[src/rtl/mips_mmio_sevenseg_pkg.sv]
// Shared register-map, CTRL layout and seven-segment pattern constants.
// Latency: n/a (constants only).  Backpressure: n/a.
package mmio_pkg;

    localparam logic [1:0] DATA  = 2'd0;
    localparam logic [1:0] CTRL  = 2'd1;
    localparam logic [1:0] CYCLE = 2'd2;

    localparam int CTRL_EN_LSB    = 0;
    localparam int CTRL_BLANK_BIT = 8;
    localparam int CTRL_DP_LSB    = 9;
    localparam int CTRL_W         = 17;

    typedef struct packed {
        logic [7:0] dp_mask;
        logic       blank;
        logic [7:0] en_mask;
    } ctrl_t;

    localparam ctrl_t CTRL_RESET = '{dp_mask: 8'h00, blank: 1'b0, en_mask: 8'hFF};

    // Active-low {g,f,e,d,c,b,a}; entry [n] is the glyph for hex digit n.
    localparam logic [15:0][6:0] SEG_HEX = {
        7'b0001110, 7'b0000110, 7'b0100001, 7'b1000110,
        7'b0000011, 7'b0001000, 7'b0010000, 7'b0000000,
        7'b1111000, 7'b0000010, 7'b0010010, 7'b0011001,
        7'b0110000, 7'b0100100, 7'b1111001, 7'b1000000
    };
    localparam logic [6:0] SEG_OFF = 7'h7F;

endpackage

[src/rtl/mips_mmio_sevenseg_hex_to_seg7.sv]
// Hex nibble to active-low seven-segment glyph decoder.
// Latency: combinational.  Backpressure: none.
module hex_to_seg7
    import mmio_pkg::*;
(
    input  logic [3:0] nib,
    output logic [6:0] seg
);

    assign seg = SEG_HEX[nib];

endmodule

[src/rtl/mips_mmio_sevenseg.sv]
// MMIO DATA/CTRL/CYCLE registers plus multiplexed hex display; SEVENSEG_LZ_BLANK_EN adds leading-zero blanking.
// Latency: reads combinational, writes 1 clk, display outputs 1 clk after idx/DATA/CTRL.  Backpressure: none (no wait states).
module mips_mmio_sevenseg
    import mmio_pkg::*;
#(
    parameter logic [31:0] BASE_ADDR = 32'hFFFF_0000,
    parameter int          NDIGITS   = 8,
    parameter int          SCAN_DIV  = 50000
) (
    input  logic               clk,
    input  logic               reset,
    input  logic               memwrite,
    input  logic [31:0]        memaddr,
    input  logic [31:0]        memwritedata,
    output logic               hit,
    output logic [31:0]        rdata,
    output logic [6:0]         seg,
    output logic               dp,
    output logic [NDIGITS-1:0] an
);

    localparam int IW = (NDIGITS > 1) ? $clog2(NDIGITS) : 1;
    localparam int PW = (SCAN_DIV > 1) ? $clog2(SCAN_DIV) : 1;
    localparam logic [IW-1:0] IDX_LAST = IW'(NDIGITS - 1);
    localparam logic [PW-1:0] PRE_LAST = PW'(SCAN_DIV - 1);

    logic [31:0]        data_q;
    logic [31:0]        cycle_q;
    ctrl_t              ctrl_q;
    logic [PW-1:0]      pre_q;
    logic [IW-1:0]      idx_q;
    logic [1:0]         off;
    logic               wr;
    logic [3:0]         nib;
    logic [6:0]         dec_seg;
    logic               lz_dark;
    logic               lit;
    logic [NDIGITS-1:0] an_nxt;
    logic               unused_addr_lsbs;

    assign hit              = (memaddr[31:4] == BASE_ADDR[31:4]);
    assign off              = memaddr[3:2];
    assign wr               = memwrite & hit;
    assign unused_addr_lsbs = ^memaddr[1:0];

    always_comb begin
        rdata = 32'h0;
        if (hit) begin
            case (off)
                DATA:    rdata = data_q;
                CTRL:    rdata = {{(32-CTRL_W){1'b0}}, ctrl_q};
                CYCLE:   rdata = cycle_q;
                default: rdata = 32'h0;
            endcase
        end
    end

    always_ff @(posedge clk or negedge reset) begin
        if (!reset) begin
            data_q  <= 32'h0;
            ctrl_q  <= CTRL_RESET;
            cycle_q <= 32'h0;
        end else begin
            if (wr && off == DATA) data_q <= memwritedata;
            if (wr && off == CTRL) ctrl_q <= ctrl_t'(memwritedata[CTRL_W-1:0]);
            // A store to CYCLE wins over the free-running increment on that edge.
            if (wr && off == CYCLE) cycle_q <= memwritedata;
            else                    cycle_q <= cycle_q + 32'd1;
        end
    end

    always_ff @(posedge clk or negedge reset) begin
        if (!reset) begin
            pre_q <= '0;
            idx_q <= '0;
        end else if (pre_q == PRE_LAST) begin
            pre_q <= '0;
            idx_q <= (idx_q == IDX_LAST) ? '0 : idx_q + 1'b1;
        end else begin
            pre_q <= pre_q + 1'b1;
        end
    end

    assign nib = data_q[{idx_q, 2'b00} +: 4];

    hex_to_seg7 u_dec (
        .nib (nib),
        .seg (dec_seg)
    );

`ifdef SEVENSEG_LZ_BLANK_EN
    logic zero_up;
    always_comb begin
        zero_up = 1'b1;
        for (int j = 0; j < NDIGITS; j++) begin
            if (IW'(j) >= idx_q && data_q[4*j +: 4] != 4'h0) zero_up = 1'b0;
        end
        // Digit 0 is never suppressed so an all-zero value still shows "0".
        lz_dark = (idx_q != '0) && zero_up;
    end
`else
    assign lz_dark = 1'b0;
`endif

    assign lit = ctrl_q.en_mask[idx_q] & ~ctrl_q.blank & ~lz_dark;

    always_comb begin
        an_nxt        = '1;
        an_nxt[idx_q] = ~lit;
    end

    always_ff @(posedge clk or negedge reset) begin
        if (!reset) begin
            seg <= SEG_OFF;
            dp  <= 1'b1;
            an  <= '1;
        end else begin
            seg <= lit ? dec_seg : SEG_OFF;
            dp  <= lit ? ~ctrl_q.dp_mask[idx_q] : 1'b1;
            an  <= an_nxt;
        end
    end

endmodule

[config.mk]
export PLATFORM = sky130hd
export DESIGN_NAME = mips_mmio_sevenseg
export DESIGN_NICKNAME = d
export VERILOG_FILES = /design/src/rtl/mips_mmio_sevenseg_pkg.sv /design/src/rtl/mips_mmio_sevenseg_hex_to_seg7.sv /design/src/rtl/mips_mmio_sevenseg.sv
export SDC_FILE = /design/constraint.sdc
export NUM_CORES = 1
export LEC_CHECK = 0
export CORE_MARGIN = 2
export CORE_UTILIZATION = 59
export CTS_BUF_LIST = sky130_fd_sc_hd__clkbuf_8
export CTS_CLUSTER_DIAMETER = 200
export DETAILED_ROUTE_END_ITERATION = 12
export GPL_ROUTABILITY_DRIVEN = 0
export GPL_TIMING_DRIVEN = 0
export MAX_ROUTING_LAYER = met4
export PLACE_DENSITY = 0.88
export REMOVE_ABC_BUFFERS = 1
export SLEW_MARGIN = 20
export SYNTH_ARGS = -nofsm -noshare
export SYNTH_HDL_FRONTEND = slang
export SYNTH_SLANG_ARGS = --single-unit
[constraint.sdc]
create_clock -name clk -period 5.25 [get_ports clk]
set_input_delay 0.7875 -clock clk [delete_from_list [all_inputs] [get_ports clk]]
set_output_delay 0.7875 -clock clk [all_outputs]
set_load 0.03 [all_outputs]
==> results of run 1 <==
==> cell type report <==
type                       instances  share of cell area (%)
clock buffer                      18                   3.051
clock inverter                    14                   2.789
inverter                           9                  0.4777
multi-input combinational        442                   40.73
sequential                       116                   36.14
tap                              140                   2.157
timing repair buffer             116                   14.66
==> cell families (layout without fill, tap and decap cells) <==
logic type / count (synthesis) / count (layout) / synth area share, %
and+or+nand+nor: 217 / 217 / 16.76
DFF: 116 / 116 / 45.47
muxes: 104 / 104 / 20.68
AOI/OAI and AO/OA: 68 / 68 / 6.014
xor gates and xnor gates: 44 / 44 / 5.975
buffers and inverters: 39 / 157 / 3.356
adders and majority gates: 9 / 9 / 1.746
==> per-stage QoR <==
step / hold WS, ns / std cells / setup WS, ns / util [%]
after global routing: 0.2178 / 855 / 0.1469 / 75.56
after floorplan: 0.4251 / 567 / 1.582 / -
after global placement: 0.4358 / 820 / -0.8734 / 70.53
after CTS: 0.2144 / 855 / 0.2664 / 75.51
after detailed placement: 0.4576 / 823 / 0.3154 / 71.10
final: 0.2077 / 855 / 0.2471 / 75.56
==> registers in the layout (all words and copies together) (netlist names) <==
name	flops
cycle_q	32
dp	1
idx_q	3
data_q	32
seg	7
an	8
pre_q	16
ctrl_q	17
==> worst reg2reg max path: stages, from the launching register on <==
cell and delay, ns:
dfrtp_1 1.13, nor2b_1 0.22, a221oi_1 0.38, nor2b_1 0.10, nor4_2 0.52, inv_1 0.18, ha_1 0.27, mux2i_1 0.19
o221ai_1 0.16
==> final timing paths <==
path,to,startpoint,cells after the start,slack (ns)
hold reg to reg,pre_q[0]$_DFF_PN0_,pre_q[0]$_DFF_PN0_,1,0.46
hold / removal,pre_q[5]$_DFF_PN0_,reset,1,0.21
setup / recovery,rdata[28],memaddr[13],8,0.25
max in group asynchronous,ctrl_q[6]$_DFFE_PN1P_,reset,2,4.29
setup reg to reg,seg[6]$_DFF_PN1_,idx_q[1]$_DFFE_PN0N_,8,1.98
min in group clk,pre_q[0]$_DFF_PN0_,pre_q[0]$_DFF_PN0_,1,0.46
==> routing by layer <==
| metal | vias to the layer above | track usage (%) | part of all wire (%) |
|---|---|---|---|
| met2 | 310 | 51.25 | 50 |
| met1 | 2578 | 37.67 | 39 |
| met3 | 66 | 7.294 | 7.4 |
| met5 | - | - | 0 |
| li1 | 2317 | - | - |
| met4 | 0 | 15.20 | 3.8 |
==> synthesized netlist by cell type (2+ instances only) <==
cell type,number
mux4_2,6
nand2b_1,3
dfstp_2,24
nor3b_1,2
buf_2,4
buf_6,8
o211ai_1,3
nor3_1,5
mux2i_1,44
nor2_1,106
xnor2_1,24
xor2_1,20
clkbuf_1,15
buf_1,3
mux2_2,14
a221oi_1,2
and4_1,3
o21ai_0,3
nor2b_1,6
mux2_4,40
and3_1,14
and2_1,3
nand2_1,22
nand3_4,2
a21oi_1,48
a211oi_1,2
nand4_1,12
o221ai_1,5
nor4_1,4
dfrtp_1,92
nand3_1,24
ha_1,9
inv_1,8
a31oi_1,2
==> power by group <==
part           total [uW]  internal, uW  switching [uW]
Clock                 980           583             396
Combinational         107          56.3            50.2
Sequential            894           894         0.00183
==> results.sh, run 1 <==
export IMPL_status="finished clean"
export IMPL_endpoint_kind="output pin"
export IMPL_cts_max_level=4
export IMPL_startpoint_type="input port"
export IMPL_core_um2=10750
export IMPL_layout_drive_gt1_share_pct=18.32
export IMPL_hold_class="in -> async"
export IMPL_grt_max_degree=84
export IMPL_num_rows=38
export IMPL_critPathArrivalTime_ns=4.22
export IMPL_syn_avg_cell_area_um2=10.80
export IMPL_hold_violations=0
export IMPL_fin_nets=778
export IMPL_async_flop_share_pct=100.0
export IMPL_start_util_pct=60.03
export IMPL_ys_top_cells_by_area="dfrtp_1 (36%), dfstp_2 (9.8%), mux2_4 (9.3%)"
export IMPL_slowest_stage="or4_1"
export IMPL_dp_final_hpwl_um=11320
export IMPL_wl_per_cell_um=20.16
export IMPL_fp_dieW_um=108.6
export IMPL_postLayoutCellArea_um2=8119
export IMPL_ir_drop_uv=157.8
export IMPL_io_buffers=113
export IMPL_path_clk_slew_ns=0.07
export IMPL_ys_seq_area_share_pct=45.47
export IMPL_ys_types=49
export IMPL_fmax_mhz=199.9
export IMPL_antenna_left=0
export IMPL_grt_overflow=0
export IMPL_cpMostUsedCell="clkdlybuf4s50_1"
export IMPL_cts_setup_buffers=0
export IMPL_fin_crit_sh_pct=95.29
export IMPL_cp_slowest_stage_delay_ns=0.96
export IMPL_antenna_found_initial=0
export IMPL_grt_pass1_vias=5433
export IMPL_grt_use_total_pct=31.74
export IMPL_setup_viol_count_final=0
export IMPL_postCtsHoldBufs=0
export IMPL_leakage_uw=0.003602
export IMPL_skew_ns=0.01349
export IMPL_dieArea_um2=11780
export IMPL_firstDrtPassIters=5
export IMPL_place_area_um2=7640
export IMPL_synth_edf_count=0
export IMPL_fin_setup_tns_ns=0
export IMPL_critical_path_required_ns=4.46
export IMPL_synth_area_um2=6450
export IMPL_viasPerCell=6.165
export IMPL_crit_fanout=18
export IMPL_criticalPathCategory="in -> out"
export IMPL_crit_chain="clkdlybuf4s50_1 > nor4b_2 > nand4_1 > or4_1 > clkinv_4 > nand2b_1 > nor2_1 > clkdlybuf4s50_1"
export IMPL_layout_commonest_cell="clkdlybuf4s50_1"
export IMPL_cts_tree="done"
export IMPL_remaining_drc_errors=0
export IMPL_drt_iter0_drc=496
export IMPL_worst_pin_slew_ns=1.181
export IMPL_cts_buffer_depth=2
export IMPL_num_io_pins=116
export IMPL_grt_pass1_wl_um=27500
export IMPL_clk_latency_ns=0.46
export IMPL_ys_ff_latch=116
export IMPL_final_max_slew_viol_count=0
export IMPL_antenna_cells=0
export IMPL_rsz0062_at_grt="no"
export IMPL_cts_sinks=116
export IMPL_synth_top_area_cell="dfrtp_1"
export IMPL_postRouteWirelength_um=17240
export IMPL_root_buffer="clkbuf_8"
export IMPL_total_power_uw=1981
export IMPL_power_density_nw_per_um2=243.9
export IMPL_maxCapViolCount=0
export IMPL_numCtsBuffers=17
export IMPL_cts_resized=0
export IMPL_fillers=695
export IMPL_mostFrequentLayoutCells="clkdlybuf4s50_1 (111), nor2_1 (106), dfrtp_1 (91), a21oi_1 (48), mux2i_1 (43)"
export IMPL_seq_area_um2=2934
export IMPL_fin_crit_ns=5.003
export IMPL_dieHeight_um=108.6
export IMPL_via_count=5271
export IMPL_synth_top_area_share_pct=35.69
export IMPL_critPathTopFamily="simple AND/OR/NAND/NOR gates"
export IMPL_cp_num_buf_inv=3
export IMPL_netlist_instances=597
export IMPL_synth_ff_type="dfrtp_1"
export IMPL_yosys_warnings=0
export IMPL_syn_to_final_growth_pct=25.88
export IMPL_relSlewSlack_pct=21.29
export IMPL_multi_input_area_um2=3307
Power figures use the tool's default switching activity.
==> run 2, diff against run 1 <==
--- a/config.mk
+++ b/config.mk
@@ -11,10 +11,11 @@
 export CTS_CLUSTER_DIAMETER = 200
 export DETAILED_ROUTE_END_ITERATION = 12
 export GPL_ROUTABILITY_DRIVEN = 0
-export GPL_TIMING_DRIVEN = 0
+export GPL_TIMING_DRIVEN = 1
 export MAX_ROUTING_LAYER = met4
 export PLACE_DENSITY = 0.88
 export REMOVE_ABC_BUFFERS = 1
+export SETUP_SLACK_MARGIN = 0.5
 export SLEW_MARGIN = 20
 export SYNTH_ARGS = -nofsm -noshare
 export SYNTH_HDL_FRONTEND = slang
==> results.sh, run 2 (same netlist as run 1, synthesis figures left out) <==
export IMPL_root_buffer="clkbuf_8"
export IMPL_relSlewSlack_pct=28.07
export IMPL_fin_crit_sh_pct=85.32
export IMPL_numCtsBuffers=17
export IMPL_critical_path_required_ns=4.46
export IMPL_start_util_pct=60.03
export IMPL_cts_resized=0
export IMPL_grt_overflow=0
export IMPL_criticalPathCategory="in -> out"
export IMPL_syn_to_final_growth_pct=24.38
export IMPL_reg_top3="cycle_q: 32 flops, data_q: 32 flops, ctrl_q: 17 flops"
export IMPL_setup_viol_count_final=0
export IMPL_critPathLaunch="memaddr[4]"
export IMPL_firstDrtPassIters=5
export IMPL_fillers=726
export IMPL_dieHeight_um=108.6
export IMPL_instances_no_fill=858
export IMPL_cts_buffer_depth=2
export IMPL_viasPerCell=6.006
export IMPL_fin_setup_tns_ns=0
export IMPL_io_buffers=113
export IMPL_dp_final_hpwl_um=11240
export IMPL_antenna_found_initial=0
export IMPL_endpoint_kind="output pin"
export IMPL_hold_class="reg -> reg"
export IMPL_critPathArrivalTime_ns=3.69
export IMPL_worst_pin_slew_ns=1.079
export IMPL_layout_commonest_cell="clkdlybuf4s50_1"
export IMPL_power_density_nw_per_um2=225.6
export IMPL_multi_input_area_um2=3304
export IMPL_status="finished clean"
export IMPL_grt_pass1_wl_um=26120
export IMPL_postCtsHoldBufs=0
export IMPL_cts_max_level=4
export IMPL_postRouteWirelength_um=16540
export IMPL_clk_latency_ns=0.43
export IMPL_cts_setup_buffers=0
export IMPL_ir_drop_uv=176.1
export IMPL_num_rows=38
export IMPL_antenna_cells=0
export IMPL_cts_tree="done"
export IMPL_fin_nets=782
export IMPL_fp_dieW_um=108.6
export IMPL_core_um2=10750
export IMPL_antenna_left=0
export IMPL_via_count=5153
export IMPL_grt_max_degree=81
export IMPL_skew_ns=0.01304
export IMPL_grt_use_total_pct=30.24
export IMPL_rsz0062_at_grt="no"
export IMPL_final_max_slew_viol_count=0
export IMPL_min_delay_start="pre_q[0]$_DFF_PN0_"
export IMPL_leakage_uw=0.003595
export IMPL_cts_sinks=116
export IMPL_layout_drive_gt1_share_pct=17.97
export IMPL_num_io_pins=116
export IMPL_hold_violations=0
export IMPL_r2r_start="idx_q[0]$_DFFE_PN0N_"
export IMPL_startpoint_type="input port"
export IMPL_remaining_drc_errors=0
export IMPL_dieArea_um2=11780
export IMPL_dp_cells=827
export IMPL_seq_area_um2=2933
export IMPL_fmax_mhz=223.3
export IMPL_crit_fanout=15
export IMPL_wl_per_cell_um=19.28
export IMPL_grt_pass1_vias=5350
export IMPL_drt_iter0_drc=312
export IMPL_maxCapViolCount=0
export IMPL_fin_crit_ns=4.479
export IMPL_mostFrequentLayoutCells="clkdlybuf4s50_1 (111), nor2_1 (106), dfrtp_1 (92), a21oi_1 (48), mux2i_1 (43)"
export IMPL_path_clk_slew_ns=0.06
[run 2: changes by cell type in the layout (fill, tap and decap cells not counted), sizes merged]
cell | before | now
buf | 5 | 9
clkinvlp | 2 | 0
clkbuf | 18 | 25
bufinv | 5 | 1
inv | 10 | 11
clkinv | 6 | 3
[run 2: worst max-delay path, cell delays in order]
cell and delay [ns]:
clkdlybuf4s50_1 0.42, nor4_1 0.29, nand4_1 0.12, or4_1 0.63, clkinv_4 0.14, nand2b_1 0.34, nor2_1 0.24, clkdlybuf4s50_1 0.71
[run 2: worst paths after layout]
path | end | slack [ns] | depth (start not counted)
worst min-delay path | pre_q[0]$_DFF_PN0_ | 0.47 | 1
max in group asynchronous | pre_q[0]$_DFF_PN0_ | 3.70 | 2
worst max-delay path | rdata[22] | 0.77 | 8
worst max register to register | seg[0]$_DFF_PN1_ | 2.21 | 6
worst min register to register | pre_q[0]$_DFF_PN0_ | 0.47 | 1
min in group asynchronous | pre_q[13]$_DFF_PN0_ | 0.52 | 1
[run 2: area by class of cell]
class | count | area share, %
tap | 140 | 2.183
clock buffer | 25 | 4.289
inverter | 9 | 0.4835
multi-input combinational | 442 | 41.19
sequential | 116 | 36.56
timing repair buffer | 120 | 14.66
clock inverter | 6 | 0.6394
[run 2: metrics by stage]
step	hold WS (ns)	cell area (um2)	worst slack (ns)	total power, uW	util (%)
floorplan	0.4251	6272	1.582	925.5	-
global placement	0.4384	7624	0.8629	1012	70.95
detailed placement	0.4536	7624	0.7671	1013	70.95
CTS	0.4618	8019	0.7456	1816	74.63
global route	0.4842	8023	0.6455	1867	74.66
finish	0.4700	8023	0.7708	1810	74.66
[run 2: power breakdown]
group,switching (uW),internal [uW]
clock network,346,467
logic,48.6,53.7
registers,0.00176,895
total,395,1420
[run 2: per-layer routing]
layer | up-vias | wire (um) | global-route usage (%)
met5 | - | 0 | -
met4 | 0 | 456 | 14.01
met3 | 42 | 1153 | 7.173
met2 | 245 | 8474 | 49.38
met1 | 2550 | 6459 | 35.45
li1 | 2316 | - | -
==> run 3, diff against run 2 <==
--- a/config.mk
+++ b/config.mk
@@ -10,7 +10,6 @@
 export CTS_BUF_LIST = sky130_fd_sc_hd__clkbuf_8
 export CTS_CLUSTER_DIAMETER = 200
 export DETAILED_ROUTE_END_ITERATION = 12
-export GPL_ROUTABILITY_DRIVEN = 0
 export GPL_TIMING_DRIVEN = 1
 export MAX_ROUTING_LAYER = met4
 export PLACE_DENSITY = 0.88
==> results of run 3 <==
The final DEF is identical to that of run 2; final timing and power are the same.
